File: src/rtl/dsi_pkg.sv
// Shared state encodings, DSI constants and ECC masks for the DSI packet assembler.
// DSI_ASM_EOT_EN adds the EoT trailer state.
package dsi_pkg;

   typedef enum logic [2:0] {
      ST_IDLE    = 3'd0,
      ST_HDR     = 3'd1,
      ST_PAYLOAD = 3'd2,
      ST_CRC_LO  = 3'd3,
      ST_CRC_HI  = 3'd4,
      ST_DUMMY   = 3'd5
`ifdef DSI_ASM_EOT_EN
      , ST_EOT   = 3'd6
`endif
   } state_t;

   localparam logic [7:0]  DT_SHORT_WRITE = 8'h05;
   localparam logic [7:0]  DT_LONG_WRITE  = 8'h39;
   localparam logic [7:0]  DT_EOT         = 8'h08;

   // EoT short packet, byte 0 in the low bits: 0x08, 0x0F, 0x0F, 0x01.
   localparam logic [31:0] EOT_PKT        = {8'h01, 8'h0F, 8'h0F, DT_EOT};

   localparam logic [15:0] CRC_POLY_REFL  = 16'h8408;

   // Hamming parity masks over {WC[15:8], WC[7:0], DI}; entry i produces ECC[i].
   localparam logic [5:0][23:0] ECC_MASK = {
      24'hEFFC00, 24'hDF03F0, 24'hB8E38E,
      24'h749A6D, 24'hF2555B, 24'hF12CB7
   };

endpackage

File: src/rtl/dsi_ecc_crc.sv
// Header ECC (combinational) and running CRC-16/CCITT (reflected) for the packet assembler.
module dsi_ecc_crc
   import dsi_pkg::*;
#(
   parameter logic [15:0] CRC_SEED = 16'hFFFF
) (
   input  logic        clk_base,
   input  logic        reset_n,
   input  logic [23:0] ecc_data,
   output logic [7:0]  ecc,
   input  logic        crc_seed,
   input  logic        crc_en,
   input  logic [7:0]  crc_byte,
   output logic [15:0] crc
);

   function automatic logic [15:0] crc_next(input logic [15:0] c, input logic [7:0] b);
      logic [15:0] r;
      r = c;
      for (int i = 0; i < 8; i++) begin
         r = (r[0] ^ b[i]) ? ((r >> 1) ^ CRC_POLY_REFL) : (r >> 1);
      end
      return r;
   endfunction

   always_comb begin
      // NOTE: assign a default before any conditional/loop writes so no latch is inferred.
      ecc = 8'h00;
      for (int i = 0; i < 6; i++) begin
         ecc[i] = ^(ecc_data & ECC_MASK[i]);
      end
   end

   always_ff @(posedge clk_base or negedge reset_n) begin
      // NOTE: state registers use non-blocking assignments so every flop samples pre-edge values.
      if (!reset_n)
         crc <= 16'h0000;
      else if (crc_seed)
         crc <= CRC_SEED;
      else if (crc_en)
         crc <= crc_next(crc, crc_byte);
   end

endmodule

File: src/rtl/dsi_packet_assembler.sv
// Builds DSI packets (DI, WC, ECC, payload, CRC-16) as a byte stream for the lane serializer.
// Define DSI_ASM_EOT_EN to append an EoT short packet after every non-dummy HS packet.
module dsi_packet_assembler
   import dsi_pkg::*;
#(
   parameter int          WC_W     = 16,
   parameter logic [15:0] CRC_SEED = 16'hFFFF
) (
   input  logic            clk_base,
   input  logic            reset_n,
   input  logic            pkt_valid,
   output logic            pkt_ready,
   input  logic [7:0]      pkt_data_id,
   input  logic [WC_W-1:0] pkt_word_count,
   input  logic            pkt_long,
   input  logic            pkt_hs,
   input  logic            pkt_dummy,
   input  logic [7:0]      payload_data,
   input  logic            payload_valid,
   output logic            payload_ready,
   input  logic            data_request,
   output logic            data_write,
   output logic [7:0]      data_input,
   output logic            data_type,
   output logic            end_of_frame,
   output logic            dummy_frame,
   output logic            underrun_err,
   output logic            busy
);

   localparam logic [WC_W-1:0] WC_ONE = WC_W'(1);

   state_t          state;
   state_t          done_state;
   logic [1:0]      idx;
   logic [WC_W-1:0] wc_q;
   logic [WC_W-1:0] remaining;
   logic [7:0]      di_q;
   logic [7:0]      ecc_q;
   logic [7:0]      ecc;
   logic [7:0]      byte_mux;
   logic [15:0]     crc;
   logic            long_q;
   logic            hs_q;
   logic            last_byte;
   logic            eof_mux;

   dsi_ecc_crc #(.CRC_SEED(CRC_SEED)) u_ecc_crc (
      .clk_base (clk_base),
      .reset_n  (reset_n),
      .ecc_data ({pkt_word_count, pkt_data_id}),
      .ecc      (ecc),
      .crc_seed (pkt_valid && pkt_ready),
      .crc_en   (data_write && (state == ST_PAYLOAD)),
      .crc_byte (byte_mux),
      .crc      (crc)
   );

   always_comb begin
      byte_mux  = 8'h00;
      last_byte = 1'b0;
      case (state)
         ST_HDR: begin
            case (idx)
               2'd0:    byte_mux = di_q;
               2'd1:    byte_mux = wc_q[7:0];
               2'd2:    byte_mux = wc_q[15:8];
               default: byte_mux = ecc_q;
            endcase
            last_byte = (idx == 2'd3) && !long_q;
         end
         // A missing payload byte is replaced by filler so the HS burst never stalls.
         ST_PAYLOAD: byte_mux = payload_valid ? payload_data : 8'h00;
         ST_CRC_LO:  byte_mux = crc[7:0];
         ST_CRC_HI: begin
            byte_mux  = crc[15:8];
            last_byte = 1'b1;
         end
         ST_DUMMY:   last_byte = 1'b1;
`ifdef DSI_ASM_EOT_EN
         ST_EOT:     byte_mux = EOT_PKT[{idx, 3'b000} +: 8];
`endif
         default: ;
      endcase
`ifdef DSI_ASM_EOT_EN
      // The EoT trailer follows real HS packets only, never the dummy frame.
      done_state = (hs_q && (state != ST_DUMMY)) ? ST_EOT : ST_IDLE;
      eof_mux    = (last_byte && (done_state == ST_IDLE)) || ((state == ST_EOT) && (idx == 2'd3));
`else
      done_state = ST_IDLE;
      eof_mux    = last_byte;
`endif
   end

   assign pkt_ready     = (state == ST_IDLE);
   assign busy          = (state != ST_IDLE);
   assign data_write    = busy && data_request;
   assign data_input    = data_write ? byte_mux : 8'h00;
   assign data_type     = data_write && hs_q;
   assign end_of_frame  = data_write && eof_mux;
   assign dummy_frame   = data_write && (state == ST_DUMMY);
   assign payload_ready = (state == ST_PAYLOAD) && data_request && payload_valid;

   always_ff @(posedge clk_base or negedge reset_n) begin
      if (!reset_n) begin
         state        <= ST_IDLE;
         idx          <= 2'd0;
         wc_q         <= '0;
         remaining    <= '0;
         di_q         <= 8'h00;
         ecc_q        <= 8'h00;
         long_q       <= 1'b0;
         hs_q         <= 1'b0;
         underrun_err <= 1'b0;
      end else if (state == ST_IDLE) begin
         if (pkt_valid) begin
            di_q         <= pkt_data_id;
            wc_q         <= pkt_word_count;
            remaining    <= pkt_word_count;
            long_q       <= pkt_long;
            hs_q         <= pkt_hs;
            ecc_q        <= ecc;
            idx          <= 2'd0;
            underrun_err <= 1'b0;
            state        <= pkt_dummy ? ST_DUMMY : ST_HDR;
         end
      end else if (data_write) begin
         if ((state == ST_PAYLOAD) && !payload_valid)
            underrun_err <= 1'b1;
         case (state)
            ST_HDR: begin
               idx <= idx + 2'd1;
               if (idx == 2'd3) begin
                  if (!long_q)
                     state <= done_state;
                  else if (wc_q == '0)
                     state <= ST_CRC_LO;
                  else
                     state <= ST_PAYLOAD;
               end
            end
            ST_PAYLOAD: begin
               remaining <= remaining - WC_ONE;
               if (remaining == WC_ONE)
                  state <= ST_CRC_LO;
            end
            ST_CRC_LO: state <= ST_CRC_HI;
            ST_CRC_HI: state <= done_state;
            ST_DUMMY:  state <= ST_IDLE;
`ifdef DSI_ASM_EOT_EN
            ST_EOT: begin
               idx <= idx + 2'd1;
               if (idx == 2'd3)
                  state <= ST_IDLE;
            end
`endif
            default:   state <= ST_IDLE;
         endcase
      end
   end

endmodule

File: config.mk
export PLATFORM = sky130hd
export DESIGN_NAME = dsi_packet_assembler
export DESIGN_NICKNAME = d
export VERILOG_FILES = /design/src/rtl/dsi_pkg.sv /design/src/rtl/dsi_ecc_crc.sv /design/src/rtl/dsi_packet_assembler.sv
export SDC_FILE = /design/constraint.sdc
export NUM_CORES = 1
export LEC_CHECK = 0
export CAP_MARGIN = 20
export CORE_ASPECT_RATIO = 0.6
export CORE_UTILIZATION = 40
export CTS_BUF_LIST = sky130_fd_sc_hd__clkbuf_16
export DETAILED_ROUTE_END_ITERATION = 16
export SETUP_SLACK_MARGIN = 0.5
export SLEW_MARGIN = 30
export SYNTH_ARGS = -nofsm -noshare
export SYNTH_HDL_FRONTEND = slang
export SYNTH_SLANG_ARGS = --single-unit
File: constraint.sdc
create_clock -name clk_base -period 4.5 [get_ports clk_base]
set_clock_uncertainty 0.15 [all_clocks]
set_input_delay 1.125 -clock clk_base [delete_from_list [all_inputs] [get_ports clk_base]]
set_output_delay 1.125 -clock clk_base [all_outputs]
set_load 0.1 [all_outputs]
# --- Word level (Yosys, flattened, before mapping) ---
# Index checks and enable logic that the tools add are counted.
word_totals:
  elab_cells: 109
  reg_bits: 70
  output_inout_bits: 16
  input_bits: 40
classes:
  eq_ne: 12
  mux: 36
  n_addsub: 2
  reduce_logical: 33
  bitwise: 16
ops:
  columns: ["cell", "n"]
  rows:
  - ["2-to-1 mux 16 bit", 14]
  - ["parity 24 bit", 6]
  - ["case mux 8 bit (4 select lines)", 1]
  - ["inverter 2 -> 3 bit", 8]
  - ["case mux 8 bit (3 select lines)", 1]
  - ["2-to-1 mux 3 bit", 6]
  - ["equality test 16 x 1 -> 1 bit, second input constant", 1]
  - ["logical NOT 16 bit", 1]
  - ["2-to-1 mux 8 bit", 2]
  - ["subtractor 16 x 1 -> 16 bit, second input constant", 1]
  - ["logical AND 1 bit", 10]
  - ["2-to-1 mux 2 bit", 5]
  - ["nonzero test 2 bit", 5]
  - ["case mux 3 bit (3 select lines)", 1]
  - ["AND reduction 3 bit", 3]
  - ["bitwise XOR 1 bit", 8]
  - ["equality test 3 x 2 -> 1 bit, second input constant", 2]
  - ["equality test 3 bit, second input constant", 2]
  - ["2-to-1 mux 1 bit", 5]
  - ["equality test 2 bit, second input constant", 2]
  - ["AND reduction 4 bit", 1]
  - ["equality test 3 x 1 -> 1 bit, second input constant", 1]
  - ["logical NOT 3 bit", 1]
  - ["!= test 3 x 2 -> 1 bit, second input constant", 1]
  - ["10 further kinds", 11]

# --- Depth between registers and ports, before layout ---
logic_depth:
  word_depth: 21
  ltp_mapped: 9
  mapped_depth_nobuf: 8

# --- Hierarchy ---
# From an unflattened synthesis, not the netlist that was laid out.
hier_totals:
  cells_unflattened: 506
  hier_area_um2: 4614.4
modules_own_cells:
  columns: ["mod", "instances", "cells_each", "seq_area_each_um2", "area_each_um2"]
  rows:
  - ["dsi_packet_assembler", 1, 383, 1401.3, 3125.5]
  - ["dsi_ecc_crc", 1, 123, 400.4, 1488.9]

# --- Least setup slack after synthesis ---
# OpenSTA, ideal clock, no wires.
synth_path:
  path_kind: "reg-to-output"
  start: "register state[0]"
  end: "output data_input[5]"
  slack_ns: -0.586
  t_required_ns: 3.225
  arrival_ns: 3.811
  path_stages_with_launch: 7
  n_path_buf: 3
  cell_sequence: "dfrtp_1 -> buf_4 -> or3_1 -> clkbuf_1 -> clkbuf_1 -> nand2_1 -> a31oi_1"
synth_via:
  elab_chain_cells: 3
  elab_cells_between_ends: 8
  classes_between: "eq/ne (4); mux (2); reduce/logical (2)"
synth_lines:
  columns: ["item", "line_no", "rtl"]
  rows:
  - ["start: declaration", "dsi_packet_assembler.sv:33", "state_t state;"]
  - ["start signal: assignment", "dsi_packet_assembler.sv:125", "state <= pkt_dummy ? ST_DUMMY : ST_HDR;"]
  - ["start signal: assignment", "dsi_packet_assembler.sv:135", "state <= done_state;"]
  - ["start signal: assignment", "dsi_packet_assembler.sv:148", "ST_CRC_HI: state <= done_state;"]
  - ["nonzero test 3 bit", "dsi_packet_assembler.sv:96", "assign busy = (state != ST_IDLE);"]
  - ["via busy", "dsi_packet_assembler.sv:28", "output logic busy"]
  - ["logical AND 1 bit", "dsi_packet_assembler.sv:97", "assign data_write = busy && data_request;"]
  - ["2-to-1 mux 8 bit", "dsi_packet_assembler.sv:98", "assign data_input = data_write ? byte_mux : 8'h00;"]
  - ["end: declaration", "dsi_packet_assembler.sv:23", "output logic [7:0] data_input,"]
# The timed path passes the listed nets, and every way through them passes these cells.

# --- Worst setup path after layout ---
layout_path:
  start: "register state[1]"
  end: "output data_input[4]"
layout_via:
  elab_chain_cells: 3
  elab_cells_between_ends: 8
  classes_between: "eq/ne (4); mux (2); reduce/logical (2)"
layout_lines:
  columns: ["item", "line_no", "rtl"]
  rows:
  - ["equality test 3 bit, or another cell as far along", "dsi_packet_assembler.sv:62", "case (state)"]
  - ["case mux 8 bit (4 select lines) or logical AND 1 bit (tied branches)", "dsi_packet_assembler.sv:62, dsi_packet_assembler.sv:97", null]
  - ["2-to-1 mux 8 bit (*)", "dsi_packet_assembler.sv:98", null]
# Mark *: on every way between the ends. The rest lies on a longest branch, timed or not.

==> impl_summary.log <==
INFO  metric post_drt_wl_per_cell = 18.5 um
INFO  metric hold_viol = 0
INFO  metric grt_setup_unrepaired = false
INFO  metric wl_met3 = 927 um
INFO  metric globalRouteOverflowTotal = 0
INFO  metric insertion_delay = about 0.33 ns
INFO  metric synthesis.nets = approximately 560
INFO  metric initial_antenna_violation_count = 0
INFO  metric worst_slew_pin_slew = roughly 0.97 ns
INFO  metric synth_xor_area_share = between 10% and 20%
INFO  metric cts_tree = yes
INFO  metric slew_viol_final = 0
INFO  metric drt-pass1-iter-count = 11
INFO  metric post-place-ws = ~0.44 ns
INFO  metric power.static_leakage = between 2 and 2.5 nW
INFO  metric crit_path_start_kind = flip-flop
INFO  metric post_synth.cell_area_avg = 8.70 um2
INFO  metric slowest_stage = sky130_fd_sc_hd__or3b_1
INFO  metric finish.net_count = 604
INFO  metric vias_per_cell = 5.65
INFO  metric critPathCaptureType = output pin
INFO  metric cts.htree.levels = 3
INFO  metric worst-path-max-fanout = 17
INFO  metric timing.setup.critical_path_class = reg -> out
INFO  metric maximum_number_of_pins_on_one_net_before_global_route_repair = 51
INFO  metric cp_data_arrival_time = 2.58 ns
INFO  metric cts-root-to-sink-buffers = 2
INFO  metric worstPathCellList = or3b_1 > a221oi_1 > nor2b_1 > nor2_1 > buf_12
INFO  metric finalWorstSetupSlack = 0.645 ns
INFO  metric ctsRootBufferMaster = sky130_fd_sc_hd__clkbuf_16
INFO  metric cts.sinks = 70
INFO  metric synthSimpleGateAreaFrac = 21.1%
INFO  metric synth_warnings = 0
INFO  metric io_buffers = 55
INFO  metric num_antenna_cells = 0
INFO  metric route.vias.total = 3964
INFO  metric dieHeight = between 80 and 90 um
INFO  metric yosys.area_share.adder = 1.67%
INFO  metric num_rows = 29
INFO  metric routedLengthMet1 = 6650 um
INFO  metric synth_top_flop_cell = sky130_fd_sc_hd__dfrtp_1
INFO  metric drv_cap = 0
INFO  metric vdd_ir_drop_max = 0.458 mV
INFO  metric first_iter_violations = roughly 460
INFO  metric grt_pass1_wl = 21100 um
INFO  metric gp_routability_congestion = 0.841
INFO  metric most-common-layout-cells = sky130_fd_sc_hd__nand2_1 (104), sky130_fd_sc_hd__dfrtp_1 (69), sky130_fd_sc_hd__xnor2_1 (51)
INFO  metric tritoncts_buffer_count = 9
INFO  metric layout-drive-gt1-share = a little over a tenth
INFO  metric design.die.area = ~12000 um2
INFO  metric maxClockFrequency = 0.259 GHz
INFO  metric number_of_global_route_vias_before_repair = between 3000 and 4000
INFO  metric run_status = complete, no violations
INFO  metric powerDensity = 791 nW/um2
INFO  metric fraction_of_registers_with_async_set_reset = 100%
INFO  metric die-width = 139 um
INFO  metric final-setup-viol-count = 0
INFO  metric post-route-min-period = 3.85 ns
INFO  metric ant_nets = 0
INFO  metric power.total = 4.43 mW
INFO  metric yosys_register_bits = 70
INFO  metric synth_top_family_by_area = simple AND/OR/NAND/NOR gates
INFO  metric post_synth_num_cell_types = 59
INFO  metric design_area = 5600 um2
INFO  metric critPathRequiredTime = 3.22 ns
INFO  metric holdCritPathClass = reg -> reg
INFO  metric finalWirelength = 13000 um
INFO  metric synth_area = between 4000 and 5000 um2
INFO  metric grt_util_all_layers = 23.6%
INFO  metric initial_core_util = approximately two fifths
INFO  metric area_growth_syn_to_layout = 24.5%
INFO  metric r2r_setup_slack = between 1 and 1.5 ns
INFO  metric final_min_period_over_clock_period = 85.7%
INFO  metric synth-compound-area-share = between 15 and 20%
INFO  metric layout.cells.most_common = sky130_fd_sc_hd__nand2_1
INFO  metric place_hpwl = 9660 um
INFO  metric synth_edf_count = 0
INFO  metric pin_count = 56
INFO  metric hold_buffers = 0
INFO  metric synth_cells = 517
INFO  metric seq_area_frac_synth = approximately two fifths
INFO  metric routed.top_layer = met4
INFO  metric setup_total_negative_slack = 0 ns
INFO  metric slew-limit-headroom = 34.9%
INFO  metric path_clk_slew = 0.05 ns
INFO  metric placedInstanceArea = between 5000 and 6000 um2
INFO  metric met2_wl = between 5000 and 6000 um
INFO  metric placeableCoreArea = 10700 um2
INFO  metric post-route-drc-count = 0
INFO  metric critical_path.max_stage_delay = 0.61 ns
INFO  metric portion_of_netlist_area_occupied_by_mux_cells = 0.473%
## report_power, final
group | switching [mW] | internal (mW) | total (mW)
clock | 0.261 | 0.420 | 0.681
sequential | 0.302 | 0.911 | 1.21
combinational | 1.44 | 1.10 | 2.54
## metal layers
metal	track usage, %	up-vias
met5	0	-
met4	4.85	0
met3	5.08	11
met2	33.0	133
met1	36.8	1948
li1	-	1872
## cell usage after synthesis, types with 7 or more instances
| master | n | area share (%) |
|---|---|---|
| sky130_fd_sc_hd__o21ai_0 | 36 | 4.0 |
| sky130_fd_sc_hd__nor3_1 | 14 | 1.6 |
| sky130_fd_sc_hd__nor4_1 | 7 | 0.97 |
| sky130_fd_sc_hd__a22oi_1 | 9 | 1.5 |
| sky130_fd_sc_hd__xnor2_1 | 51 | 9.9 |
| sky130_fd_sc_hd__nand2_1 | 105 | 8.8 |
| sky130_fd_sc_hd__a21oi_1 | 37 | 4.1 |
| sky130_fd_sc_hd__clkbuf_1 | 29 | 2.4 |
| sky130_fd_sc_hd__dfrtp_1 | 70 | 39 |
| sky130_fd_sc_hd__or3_1 | 9 | 1.3 |
| sky130_fd_sc_hd__inv_1 | 13 | 1.1 |
| sky130_fd_sc_hd__nor2_1 | 32 | 2.7 |
| sky130_fd_sc_hd__xor2_1 | 11 | 2.1 |
## flip-flops by register name, indices dropped and copies added (netlist names)
register	flops
wc_q	16
long_q	1
state	3
di_q	8
idx	2
underrun_err	1
ecc_q	6
hs_q	1
u_ecc_crc.crc	16
remaining	16
## worst paths after layout
path / startpoint / end / depth (start not counted)
setup reg to reg: state[2] / u_ecc_crc.crc[8] / 8
setup / recovery: state[1] / data_input[4] / 5
max in group asynchronous: reset_n / state[0] / 2
hold reg to reg: hs_q / hs_q / 2
hold / removal: hs_q / hs_q / 2
min in group asynchronous: reset_n / ecc_q[4] / 1
## critical path: cells and delay by family, from the launching register on
kind / cells / cell delay (ns)
AND/OR/NAND/NOR: 3 / 0.96
AO/OA/AOI/OAI: 1 / 0.49
flip-flops: 1 / 0.59
buffers and inverters: 1 / 0.20
## kinds of logic after synthesis
family	Yosys count
XOR/XNOR	71
multiplexers	2
buffers and inverters	48
AND/OR/NAND/NOR	203
adder cells (fa/ha/maj)	6
flip-flops	70
AO/OA/AOI/OAI	117
## stage by stage
step	hold WS, ns	std cells	util (%)
6_report	0.329	702	52.2
5_1_grt	0.355	702	52.2
4_1_cts	0.335	700	51.9
3_5_place_dp	0.323	683	49.1
3_3_place_gp	0.311	683	49.1
2_1_floorplan	0.288	517	-
## layout make-up
type,count,area [um2]
clock buffers,9,225
inverters,13,48.8
repair buffers,65,748
multi-input cells,399,2600
fillers,1011,5140
flip-flops and latches,70,1750
clock inverters,7,56.3
well taps,139,174
## what timing repair did
item                                    4_1_cts  5_1_grt
endpoints found under the setup margin        2        5
buffers inserted                              1        2
pin swaps                                     0        1
resized for setup                             2        4
endpoints found under the hold margin         0        0
Power figures use the tool's default switching activity.
==> RTL edit (same flow settings) <==
The option `DSI_ASM_EOT_EN` is turned on by a define.
--- a/src/rtl/dsi_pkg.sv
+++ b/src/rtl/dsi_pkg.sv
@@ -1,4 +1,6 @@
 // Shared state encodings, DSI constants and ECC masks for the DSI packet assembler.
 // DSI_ASM_EOT_EN adds the EoT trailer state.
+`define DSI_ASM_EOT_EN
+
 package dsi_pkg;
 
Formal check against the unedited RTL: not equivalent (Yosys sat finds a counterexample within 10 cycles, from zero or initial values and one cycle with reset_n low).
==> RTL edit against the original RTL <==
  * Sequential share of layout area decreased by 1.4 points
  * Routed wire length increased by 3.7%
  * Total power increased by 14%
  * Final cell count increased by 1.1%
  * Cell area increased by 4.6%
  * Synthesized area increased by 4.5%
  * Non-clock buffer count unchanged
  * Worst setup slack improved by 0.035 ns
  * Register-to-register slack got worse by 0.05 ns
  * Sequential cell count unchanged
  * Critical endpoint is now data_input[0]
  * Largest cell class unchanged
==> RTL edit: results (changes against the original RTL) <==
Outcome
  • Outcome: finished clean

Power
  • P_leak: 2.34 nW (-0.97%)
  • Highest ir drop seen on vdd: 0.441 mV (-3.7%)

GRT
  • GRT Overall Usage: 23.7% (+0.13 points)
  • First-pass GRT wire length: 21600 µm (+2.1%)
  • Number of global-route vias before repair: 3885 (+1.4%)
  • Initial antenna violation count: 0 (unchanged)
  • Largest net degree at the start of global routing: 71 (+39%)

Place
  • Dpl cell area: 0.00553 mm² (+4.9%)
  • PortBufs: 55 (unchanged)
  • Dpl ws: 0.430 ns (-0.0129 ns)
  • DP HPWL: 9820 µm (+1.6%)
  • Placer Congestion: 0.833 (-0.94%)

Logic synthesis
  • Mux contribution to synthesized area: 7.16% (+6.7 points)
  • Cell variety after synth: 54 (-8.5%)
  • Share of flip-flops with an asynchronous set or reset: 100% (unchanged)
  • Syn_nets: 546 (-3.0%)
  • Sequential area share after synthesis: 37.3% (-1.7 points)
  • Post-synthesis compound-gate area fraction: 19.3% (+2.6 points)
  • Synth cell count leaders: dfrtp_1 (70), a21oi_1 (43), xnor2_1 (42)
  • Yosys warnings: 0 (unchanged)
  • Post-synthesis xor/xnor area fraction: 15.6% (-1.2 points)
  • Synthesized-area fraction occupied by adder cells: 1.86% (+0.19 points)
  • Largest cells by area after synthesis: dfrtp_1 (37%), xnor2_1 (7.8%), mux2_2 (5.0%)

Routing
  • Detailed Routing Iterations Pass 1: 5 (-6)
  • Vias per cell: 5.63 (-0.38%)
  • DR WL/cell: 19.0 µm (+2.5%)
  • Initial DRC count: 231 (-50%)

Timing
  • Slew HR: 35.4% (+0.56 points)

Worst setup path
  • CP max-delay cell: dlygate4sd2_1
  • Worst R2R Setup Slack: 1.36 ns (-0.05 ns)
  • Critical Path AT: 2.54 ns (-0.04 ns)
  • Worst r2r src: state[2]
  • Worst r2r path cells: 8 (unchanged)
  • Max incr delay on CP: 0.50 ns (-0.11 ns)
  • Critical Path Source: payload_valid
  • Worst-path fanout max: 10 (-7)
  • R2R Path End: u_ecc_crc.crc[8]

Flow run
  • Max-Cap Viols: 0 (unchanged)

Hold path
  • WHS Path Cells: 2 (unchanged)
  • Worst hold start: underrun_err
  • Hold crit path type: reg2reg
  • Hold EP: underrun_err

Layout
  • Antenna diodes: 0 (unchanged)
  • Final nets: 592 (-2.0%)
  • Design area: 0.00586 mm² (+4.6%)
  • Largest registers: remaining (16), u_ecc_crc.crc (16), wc_q (16)
  • Share of layout cells above drive strength 1: 15.1% (+4.6 points)

Clock network
  • H-tree Lvls: 3 (unchanged)
  • Clk Latency, worst-skew pair: 0.34 ns
  • Bufs on Longest Clock Path: 2 (unchanged)
  • Clk root buf: clkbuf_16
  • Inserted Clock Buffers: 9 (unchanged)
  • CTS clk-pin slew, worst paths: 0.06 ns
RTL edit: critical path: cells and delay by family:
family	cells	cell delay (ns)
buf+inv	2	0.69
simple gates	3	0.45
compound gates	1	0.27
RTL edit: worst max-delay path by stage:
stage               cells past startpoint            end  slack (ns)
floorplan                               3   end_of_frame        0.09
global placement                        6  data_input[2]        0.47
detailed placement                      6  data_input[2]        0.43
CTS                                     6  data_input[4]        0.61
global route                            7  data_input[4]        0.50
finish                                  6  data_input[0]        0.68
RTL edit: cells by family after synthesis:
kind of cell	after synthesis
AO/OA/AOI/OAI	141
XOR/XNOR	67
adder cells (fa/ha/maj)	7
buffers and inverters	46
flip-flops	70
multiplexers	30
AND/OR/NAND/NOR	138
RTL edit: layer usage:
metal  vias up  GRT usage (%)  routed length [µm]
met5         -              0                   0
met4         0           5.57                 119
met3        13           6.70                1060
met2       126           33.0                5530
met1      1974           35.8                6770
li1       1881              -                   -
RTL edit: stage by stage:
step                      total power [mW]  hold slack (ns)  std cells
final                                 5.05            0.339        710
after global routing                  5.36            0.369        710
after CTS                             5.04            0.345        710
after floorplan                       3.46            0.306        499
after detailed placement              4.23            0.331        694
after global placement                4.17            0.324        694
RTL edit: final cells by class:
class                           instances  area (µm²)
Tap cell                              160         200
Clock inverter                          7        97.6
Fill cell                            1064        5510
Timing Repair Buffer                   65         748
Clock buffer                            9         225
Sequential cell                        70        1750
Inverter                               16        60.1
Multi-Input combinational cell        383        2780
RTL edit: power by group:
group / internal, mW / switching (mW)
clock network: 0.487 / 0.292
registers: 0.921 / 0.299
logic: 1.33 / 1.73
RTL edit: what timing repair did:
action | 4_1_cts | 5_1_grt
pin swaps | 2 | 0
buffers inserted | 0 | 0
setup endpoints to repair | 5 | 1
resized for setup | 1 | 1
